## config.mk

```make
export PLATFORM = sky130hd
export DESIGN_NAME = data_mem_arbiter_flat
export DESIGN_NICKNAME = d
export VERILOG_FILES = /design/src/rtl/mem_pkg.sv /design/src/rtl/data_mem_arbiter_if.sv /design/src/rtl/rr_arbiter2.sv /design/src/rtl/data_mem_arbiter.sv /design/src/flat_wrapper.sv
export SDC_FILE = /design/constraint.sdc
export NUM_CORES = 1
export LEC_CHECK = 0
export BUFFER_PORTS_ARGS = -buffer_cell sky130_fd_sc_hd__clkbuf_2
export CAP_MARGIN = 20
export CORE_AREA = 5 5 115 117
export CTS_BUF_LIST = sky130_fd_sc_hd__clkbuf_4
export CTS_CLUSTER_SIZE = 20
export DETAILED_ROUTE_END_ITERATION = 7
export DIE_AREA = 0 0 120 122
export PLACE_DENSITY = 0.68
export SLEW_MARGIN = 15
export SYNTH_ARGS = -nofsm -noshare
export SYNTH_HDL_FRONTEND = slang
export SYNTH_SLANG_ARGS = --single-unit
export TNS_END_PERCENT = 100
```

## constraint.sdc

```tcl
create_clock -name clk -period 2.25 [get_ports clk]
set_input_delay 0.3375 -clock clk [delete_from_list [all_inputs] [get_ports clk]]
set_output_delay 0.3375 -clock clk [all_outputs]
set_load 0.02 [all_outputs]
```

## src/rtl/mem_pkg.sv

```systemverilog
// mem_pkg: shared definitions for data_mem_arbiter and its sub-blocks.
//   DEFAULT_MEM_WORDS : default data_mem depth in 32-bit words
//   MASTER_0/MASTER_1 : master index constants (1-bit owner encoding)
//   rsp_t             : registered response slot (valid, err, owner, rd)
package mem_pkg;

    localparam int unsigned DEFAULT_MEM_WORDS = 1024;

    localparam logic MASTER_0 = 1'b0;
    localparam logic MASTER_1 = 1'b1;

    typedef struct packed {
        logic valid;  // a granted access is awaiting its response
        logic err;    // access was misaligned or out of range
        logic owner;  // master that the response belongs to
        logic rd;     // access was a read, so rdata comes from memory
    } rsp_t;

endpackage

```

## src/rtl/data_mem_arbiter_if.sv

```systemverilog
// data_mem_arbiter_if: request/response bus between one master and the arbiter.
//   req/we/lock/addr/wdata : driven by the master
//   gnt                    : combinational accept from the arbiter
//   rvalid/rdata/err       : one-cycle response, the cycle after gnt
interface data_mem_arbiter_if;

    logic        req;
    logic        we;
    logic        lock;
    logic [31:0] addr;
    logic [31:0] wdata;
    logic        gnt;
    logic        rvalid;
    logic [31:0] rdata;
    logic        err;

    modport master (
        output req, we, lock, addr, wdata,
        input  gnt, rvalid, rdata, err
    );

    modport slave (
        input  req, we, lock, addr, wdata,
        output gnt, rvalid, rdata, err
    );

endinterface

```

## src/rtl/rr_arbiter2.sv

```systemverilog
// rr_arbiter2: purely combinational two-way round-robin arbiter with lock.
//   req_i        : request per master
//   lock_valid_i : a lock owner exists
//   lock_owner_i : index of the lock owner
//   last_grant_i : index of the most recently granted master
//   gnt_o        : one-hot (or zero) grant
module rr_arbiter2 (
    input  logic [1:0] req_i,
    input  logic       lock_valid_i,
    input  logic       lock_owner_i,
    input  logic       last_grant_i,
    output logic [1:0] gnt_o
);

    always_comb begin
        gnt_o = 2'b00;
        if (lock_valid_i) begin
            // Only the owner may proceed; the other master is starved.
            if (lock_owner_i) begin
                gnt_o[1] = req_i[1];
            end else begin
                gnt_o[0] = req_i[0];
            end
        end else if (&req_i) begin
            // Contention: the master not granted most recently wins.
            if (last_grant_i) begin
                gnt_o = 2'b01;
            end else begin
                gnt_o = 2'b10;
            end
        end else begin
            gnt_o = req_i;
        end
    end

endmodule

```

## src/rtl/data_mem_arbiter.sv

```systemverilog
// data_mem_arbiter: shares single-port data_mem between two masters.
//   clk, rst_n      : clock, asynchronous active-low reset
//   m0, m1          : master buses (slave side), m0 = core LSU, m1 = DMA/debug
//   mem_addr        : byte address to data_mem (held while idle)
//   mem_write_data  : write data to data_mem (held while idle)
//   mem_we          : write enable, only for legal granted writes
//   mem_read_data   : data_mem read data, valid one cycle after address
// Illegal accesses (misaligned or beyond the memory) never reach memory and
// respond with err=1, rdata=0.
module data_mem_arbiter
    import mem_pkg::*;
#(
    parameter int unsigned MEM_WORDS = DEFAULT_MEM_WORDS
) (
    input  logic                      clk,
    input  logic                      rst_n,
    data_mem_arbiter_if.slave         m0,
    data_mem_arbiter_if.slave         m1,
    output logic [31:0]               mem_addr,
    output logic [31:0]               mem_write_data,
    output logic                      mem_we,
    input  logic [31:0]               mem_read_data
);

    // 33 bits so the limit is representable for any legal MEM_WORDS.
    localparam logic [32:0] AddrLimit = 33'(MEM_WORDS) << 2;

    logic [1:0]  req;
    logic [1:0]  gnt;
    logic        granted;
    logic        winner;
    logic        win_we;
    logic        win_lock;
    logic [31:0] win_addr;
    logic [31:0] win_wdata;
    logic        legal;
    logic [31:0] rsp_rdata;

    logic        last_grant_q, last_grant_d;
    logic        lock_valid_q, lock_valid_d;
    logic        lock_owner_q, lock_owner_d;
    rsp_t        rsp_q, rsp_d;
    logic [31:0] mem_addr_q, mem_addr_d;
    logic [31:0] mem_wdata_q, mem_wdata_d;

    // Gate requests with reset so no grant (and no memory write) can occur
    // while rst_n is low, even if masters keep requesting.
    assign req = {m1.req, m0.req} & {2{rst_n}};

    rr_arbiter2 u_arb (
        .req_i        (req),
        .lock_valid_i (lock_valid_q),
        .lock_owner_i (lock_owner_q),
        .last_grant_i (last_grant_q),
        .gnt_o        (gnt)
    );

    // Winner mux and legality check.
    always_comb begin
        granted   = |gnt;
        winner    = gnt[1] ? MASTER_1 : MASTER_0;
        win_we    = winner ? m1.we    : m0.we;
        win_lock  = winner ? m1.lock  : m0.lock;
        win_addr  = winner ? m1.addr  : m0.addr;
        win_wdata = winner ? m1.wdata : m0.wdata;
        legal     = (win_addr[1:0] == 2'b00) && ({1'b0, win_addr} < AddrLimit);
    end

    // Next state.
    always_comb begin
        last_grant_d = last_grant_q;
        lock_valid_d = lock_valid_q;
        lock_owner_d = lock_owner_q;
        mem_addr_d   = mem_addr_q;
        mem_wdata_d  = mem_wdata_q;
        rsp_d        = '0;
        if (granted) begin
            last_grant_d = winner;
            mem_addr_d   = win_addr;
            mem_wdata_d  = win_wdata;
            rsp_d.valid  = 1'b1;
            rsp_d.err    = ~legal;
            rsp_d.owner  = winner;
            rsp_d.rd     = ~win_we;
            if (win_lock) begin
                lock_valid_d = 1'b1;
                lock_owner_d = winner;
            end else if (lock_valid_q && (lock_owner_q == winner)) begin
                // Owner's unlocked access ends the locked sequence.
                lock_valid_d = 1'b0;
            end
        end
    end

    always_ff @(posedge clk or negedge rst_n) begin
        if (!rst_n) begin
            last_grant_q <= MASTER_1;  // master 0 wins the first contention
            lock_valid_q <= 1'b0;
            lock_owner_q <= MASTER_0;
            rsp_q        <= '0;
            mem_addr_q   <= '0;
            mem_wdata_q  <= '0;
        end else begin
            last_grant_q <= last_grant_d;
            lock_valid_q <= lock_valid_d;
            lock_owner_q <= lock_owner_d;
            rsp_q        <= rsp_d;
            mem_addr_q   <= mem_addr_d;
            mem_wdata_q  <= mem_wdata_d;
        end
    end

    // Memory side: follow the winner, otherwise hold the last values.
    always_comb begin
        mem_addr       = granted ? win_addr  : mem_addr_q;
        mem_write_data = granted ? win_wdata : mem_wdata_q;
        mem_we         = granted && win_we && legal;
    end

    // Response routing.
    always_comb begin
        rsp_rdata = (rsp_q.valid && !rsp_q.err && rsp_q.rd) ? mem_read_data : 32'h0;
    end

    assign m0.gnt    = gnt[0];
    assign m1.gnt    = gnt[1];
    assign m0.rvalid = rsp_q.valid && (rsp_q.owner == MASTER_0);
    assign m1.rvalid = rsp_q.valid && (rsp_q.owner == MASTER_1);
    assign m0.rdata  = m0.rvalid ? rsp_rdata : 32'h0;
    assign m1.rdata  = m1.rvalid ? rsp_rdata : 32'h0;
    assign m0.err    = m0.rvalid && rsp_q.err;
    assign m1.err    = m1.rvalid && rsp_q.err;

endmodule

```

## src/flat_wrapper.sv

```systemverilog
// flat-port wrapper written by rule: the top's interface ports become plain ports
module data_mem_arbiter_flat import mem_pkg::*;
#(
    parameter int unsigned MEM_WORDS = DEFAULT_MEM_WORDS
)
  (clk, rst_n, mem_addr, mem_write_data, mem_we, mem_read_data, m0_req, m0_we, m0_lock, m0_addr, m0_wdata, m0_gnt, m0_rvalid, m0_rdata, m0_err, m1_req, m1_we, m1_lock, m1_addr, m1_wdata, m1_gnt, m1_rvalid, m1_rdata, m1_err);
  data_mem_arbiter_if m0_i ();
  data_mem_arbiter_if m1_i ();
  input  logic clk;
  input  logic rst_n;
  output logic [31:0] mem_addr;
  output logic [31:0] mem_write_data;
  output logic mem_we;
  input  logic [31:0] mem_read_data;
  input wire logic [$bits(m0_i.req)-1:0] m0_req;
  input wire logic [$bits(m0_i.we)-1:0] m0_we;
  input wire logic [$bits(m0_i.lock)-1:0] m0_lock;
  input wire logic [$bits(m0_i.addr)-1:0] m0_addr;
  input wire logic [$bits(m0_i.wdata)-1:0] m0_wdata;
  output wire logic [$bits(m0_i.gnt)-1:0] m0_gnt;
  output wire logic [$bits(m0_i.rvalid)-1:0] m0_rvalid;
  output wire logic [$bits(m0_i.rdata)-1:0] m0_rdata;
  output wire logic [$bits(m0_i.err)-1:0] m0_err;
  input wire logic [$bits(m1_i.req)-1:0] m1_req;
  input wire logic [$bits(m1_i.we)-1:0] m1_we;
  input wire logic [$bits(m1_i.lock)-1:0] m1_lock;
  input wire logic [$bits(m1_i.addr)-1:0] m1_addr;
  input wire logic [$bits(m1_i.wdata)-1:0] m1_wdata;
  output wire logic [$bits(m1_i.gnt)-1:0] m1_gnt;
  output wire logic [$bits(m1_i.rvalid)-1:0] m1_rvalid;
  output wire logic [$bits(m1_i.rdata)-1:0] m1_rdata;
  output wire logic [$bits(m1_i.err)-1:0] m1_err;
  assign m0_i.req = m0_req;
  assign m0_i.we = m0_we;
  assign m0_i.lock = m0_lock;
  assign m0_i.addr = m0_addr;
  assign m0_i.wdata = m0_wdata;
  assign m0_gnt = m0_i.gnt;
  assign m0_rvalid = m0_i.rvalid;
  assign m0_rdata = m0_i.rdata;
  assign m0_err = m0_i.err;
  assign m1_i.req = m1_req;
  assign m1_i.we = m1_we;
  assign m1_i.lock = m1_lock;
  assign m1_i.addr = m1_addr;
  assign m1_i.wdata = m1_wdata;
  assign m1_gnt = m1_i.gnt;
  assign m1_rvalid = m1_i.rvalid;
  assign m1_rdata = m1_i.rdata;
  assign m1_err = m1_i.err;
  data_mem_arbiter #(.MEM_WORDS(MEM_WORDS)) u_core (.clk(clk), .rst_n(rst_n), .m0(m0_i), .m1(m1_i), .mem_addr(mem_addr), .mem_write_data(mem_write_data), .mem_we(mem_we), .mem_read_data(mem_read_data));
endmodule
```

==> impl_metrics.json <==
{
  "clock-sinks": 71,
  "clock-root-buffer": "sky130_fd_sc_hd__clkbuf_4",
  "unrepaired_setup_endpoints_after_global_routing": "yes",
  "initial_antenna_violation_count": 0,
  "place.detailed.instances": 836,
  "wire_per_inst_microns": 17.03,
  "drt-initial-drc-count": 193,
  "gp_congestion": 0.8386,
  "clock_network_latency_to_the_later_pin_of_the_worst_skew_pair_ps": 430,
  "outcome": "complete, but fails checks",
  "cts.hold.buffers_added": 0,
  "h_tree_depth_reported_by_cts": 3,
  "final_layout_size_suffix_gt1_share_pct": 50.96,
  "ant_nets": 0,
  "die_height_microns": 122,
  "violations": "negative setup slack",
  "layout-area-overhead-vs-synth_pct": 60.71,
  "highest_attainable_clock_frequency_mhz": 387.3,
  "design.portCount": 303,
  "grt_first_pass_wirelength_microns": 21980,
  "period_minus_slack_ps": 2582,
  "netlist_instances": 402,
  "chipWidth_microns": 120,
  "num_antenna_cells": 0,
  "ys_seq_area_share_pct": 45.91,
  "maxCapViolCount": 0,
  "design.core.area_sq_mm": 0.01226,
  "netlist-cell-type-count": 34,
  "start_util_pct": 31.58,
  "worst_case_headroom_to_the_max_slew_limit_pct": 38.27,
  "timing.final.setup_violations": 66,
  "finalHoldViolCount": 0,
  "yosys_register_bits": 71,
  "cp_data_required_time_ps": 1910,
  "wirelength_microns": 14950,
  "min-delay-path-class": "in2reg",
  "io_buffers": 302,
  "fin_area_sq_mm": 0.006223,
  "first_global_vias": 4308,
  "nNetsFinal": 891,
  "dp_hpwl_microns": 11220,
  "fill_cells": 1119,
  "drtPass1Iterations": 6,
  "design.die.area_sq_mm": 0.01464,
  "non_filler_instance_count_after_layout": 878,
  "row_count": 41,
  "global_route.usage.total_pct": 19.09,
  "worst_clock_skew_ps": 17.21,
  "hold_depth": 3,
  "worstSetupEndpointType": "output pin",
  "average_instance_area_after_synthesis_sq_um": 9.633,
  "tritoncts": "built",
  "leakage_component_of_the_power_nw": 3.564,
  "synthesis.area_sq_mm": 0.003872,
  "synthesis.nets": 570,
  "ff2ff_path_depth": 7,
  "report.final.slew_viol_count": 0,
  "timing.setup.tns_ps": -18040,
  "pwr_cell_area_mw_per_mm2": 1162,
  "path_clk_slew_ps": 140,
  "ctsLongestPathBuffers": 2,
  "route.vias.total": 4207,
  "vdd_drop_max_mv": 0.6282,
  "drt-vias-per-instance": 4.792,
  "setup_ws_ps": -332.2,
  "synthesis.yosys.warnings": 0,
  "tightest_slew_ps": 926.0,
  "signal_arrival_time_at_the_worst_endpoint_ps": 2240,
  "place_area_sq_mm": 0.005549,
  "post-route-drc-count": 0,
  "grt_overflow": 0,
  "maximum_number_of_pins_on_one_net_before_global_route_repair": 72,
  "critPathLaunchType": "flip-flop",
  "numCtsBuffers": 9,
  "criticalPathCategory": "reg2out",
  "timing.critical_path.fanout_max": 8,
  "finalCritPeriodShare_pct": 114.8
}
-- report_power, final --
group | switching, mW | internal (mW) | total [mW]
Sequential | 0.217 | 1.89 | 2.10
Combinational | 2.26 | 1.90 | 4.16
Clock | 0.515 | 0.451 | 0.966
-- placed cells by master (no fill, tap or decap), types with 3 or more instances in the layout --
cell	n
sky130_fd_sc_hd__o21ai_1	60
sky130_fd_sc_hd__and2_1	67
sky130_fd_sc_hd__clkbuf_4	11
sky130_fd_sc_hd__dfrtp_1	70
sky130_fd_sc_hd__buf_6	6
sky130_fd_sc_hd__nor4_1	7
sky130_fd_sc_hd__mux2i_1	65
sky130_fd_sc_hd__clkinvlp_4	3
sky130_fd_sc_hd__buf_4	88
sky130_fd_sc_hd__clkbuf_8	3
sky130_fd_sc_hd__o21ai_2	5
sky130_fd_sc_hd__buf_12	3
sky130_fd_sc_hd__nand2_1	69
sky130_fd_sc_hd__clkbuf_2	234
-- state kept, by name, summed over array words and instances, names as in the netlist --
name / count
u_core.last_grant_q: 1
u_core.lock_owner_q: 1
u_core.lock_valid_q: 1
u_core.mem_addr_q: 32
u_core.mem_wdata_q: 32
u_core.rsp_q: 4
-- repair_timing --
action                                  CTS  global route
pin swaps                                 3            24
resized for setup                       122            94
endpoints found under the setup margin   99            98
buffers inserted                          7            17
cloned                                    2             0
-- synth_stat cells (all sizes together) --
master  count  area [sq um]
a21o        1         7.510
a21oi       1         8.760
a221o       1         10.01
a222oi      1         10.01
a22o        1         8.760
a311oi      2         23.77
and2       67         419.2
and3        1         6.260
and3b       2         17.52
and4        2         20.02
buf        17         122.6
clkbuf     12         45.04
clkinv      1         5.000
dfrtp      70          1752
dfstp       1         26.28
inv         2         7.510
mux2i      65         650.6
nand2      69         259.0
nand2b      2         12.51
nor2        1         3.750
nor2b       3         18.77
nor3        1         5.000
nor4        8         56.30
o211ai      1         12.51
o21ai      66         330.3
o21bai      1         7.510
or4         3         26.27
-- through the flow --
step | util [%] | hold slack (ps) | power (mW) | worst slack (ps)
after CTS | 48.95 | 71.00 | 6.811 | -382.8
after global routing | 50.76 | 84.83 | 7.671 | -438.8
final | 50.76 | 121.0 | 7.230 | -332.2
after detailed placement | 45.26 | 576.1 | 5.327 | 53.21
after floorplan | - | 41.91 | 4.111 | 1.787
after global placement | 45.26 | 552.3 | 5.242 | 97.74
-- worst paths after layout --
path	startpoint	end	slack, ps
max	u_core.lock_valid_q$_DFFE_PN0P_	mem_we	-330
min in group asynchronous	rst_n	u_core.mem_wdata_q[10]$_DFF_PN0_	150
max in group asynchronous	rst_n	u_core.mem_addr_q[20]$_DFF_PN0_	1480
min	m1_wdata[22]	u_core.mem_wdata_q[22]$_DFF_PN0_	120
max reg2reg	u_core.lock_valid_q$_DFFE_PN0P_	u_core.rsp_q[2]$_DFF_PN0_	310
min reg2reg	u_core.mem_addr_q[4]$_DFF_PN0_	u_core.mem_addr_q[4]$_DFF_PN0_	600
-- worst max-delay path, cell delays in order (launching register included) --
cell and delay, ps:
sky130_fd_sc_hd__dfrtp_1 440, sky130_fd_sc_hd__nor2b_4 150, sky130_fd_sc_hd__a311oi_4 270, sky130_fd_sc_hd__buf_6 170
sky130_fd_sc_hd__buf_12 130, sky130_fd_sc_hd__and4_4 220, sky130_fd_sc_hd__o211ai_2 80, sky130_fd_sc_hd__a21oi_2 170
sky130_fd_sc_hd__clkbuf_8 160
-- routing by layer --
layer  share of wire [%]  wire [microns]  global-route usage, %  vias up
met5                   0               0                      0        -
met4                 1.9             279                  7.230        0
met3                 7.5            1123                  4.735       18
met2                  53            7876                  35.02      192
met1                  38            5672                  21.32     1974
li1                    -               -                      -     2023
-- cells by family (layout without fill, tap and decap cells) --
| family | count (synthesis) | in the layout | synth area share [%] |
|---|---|---|---|
| buffers and inverters | 32 | 358 | 4.653 |
| AO/OA/AOI/OAI | 75 | 75 | 10.82 |
| multiplexers | 65 | 65 | 16.80 |
| AND/OR/NAND/NOR | 159 | 159 | 21.81 |
| flip-flops | 71 | 71 | 45.91 |
-- final cells by class --
class	count	area, sq um	area share [%]
Clock buffer	9	67.56	1.086
Clock inverter	7	96.34	1.548
Inverter	3	23.77	0.3820
Multi-Input combinational cell	299	1967	31.60
Sequential cell	71	1778	28.57
Tap cell	150	187.7	3.016
Timing Repair Buffer	339	2103	33.80
Note: power is estimated with default switching activity, not from simulation.
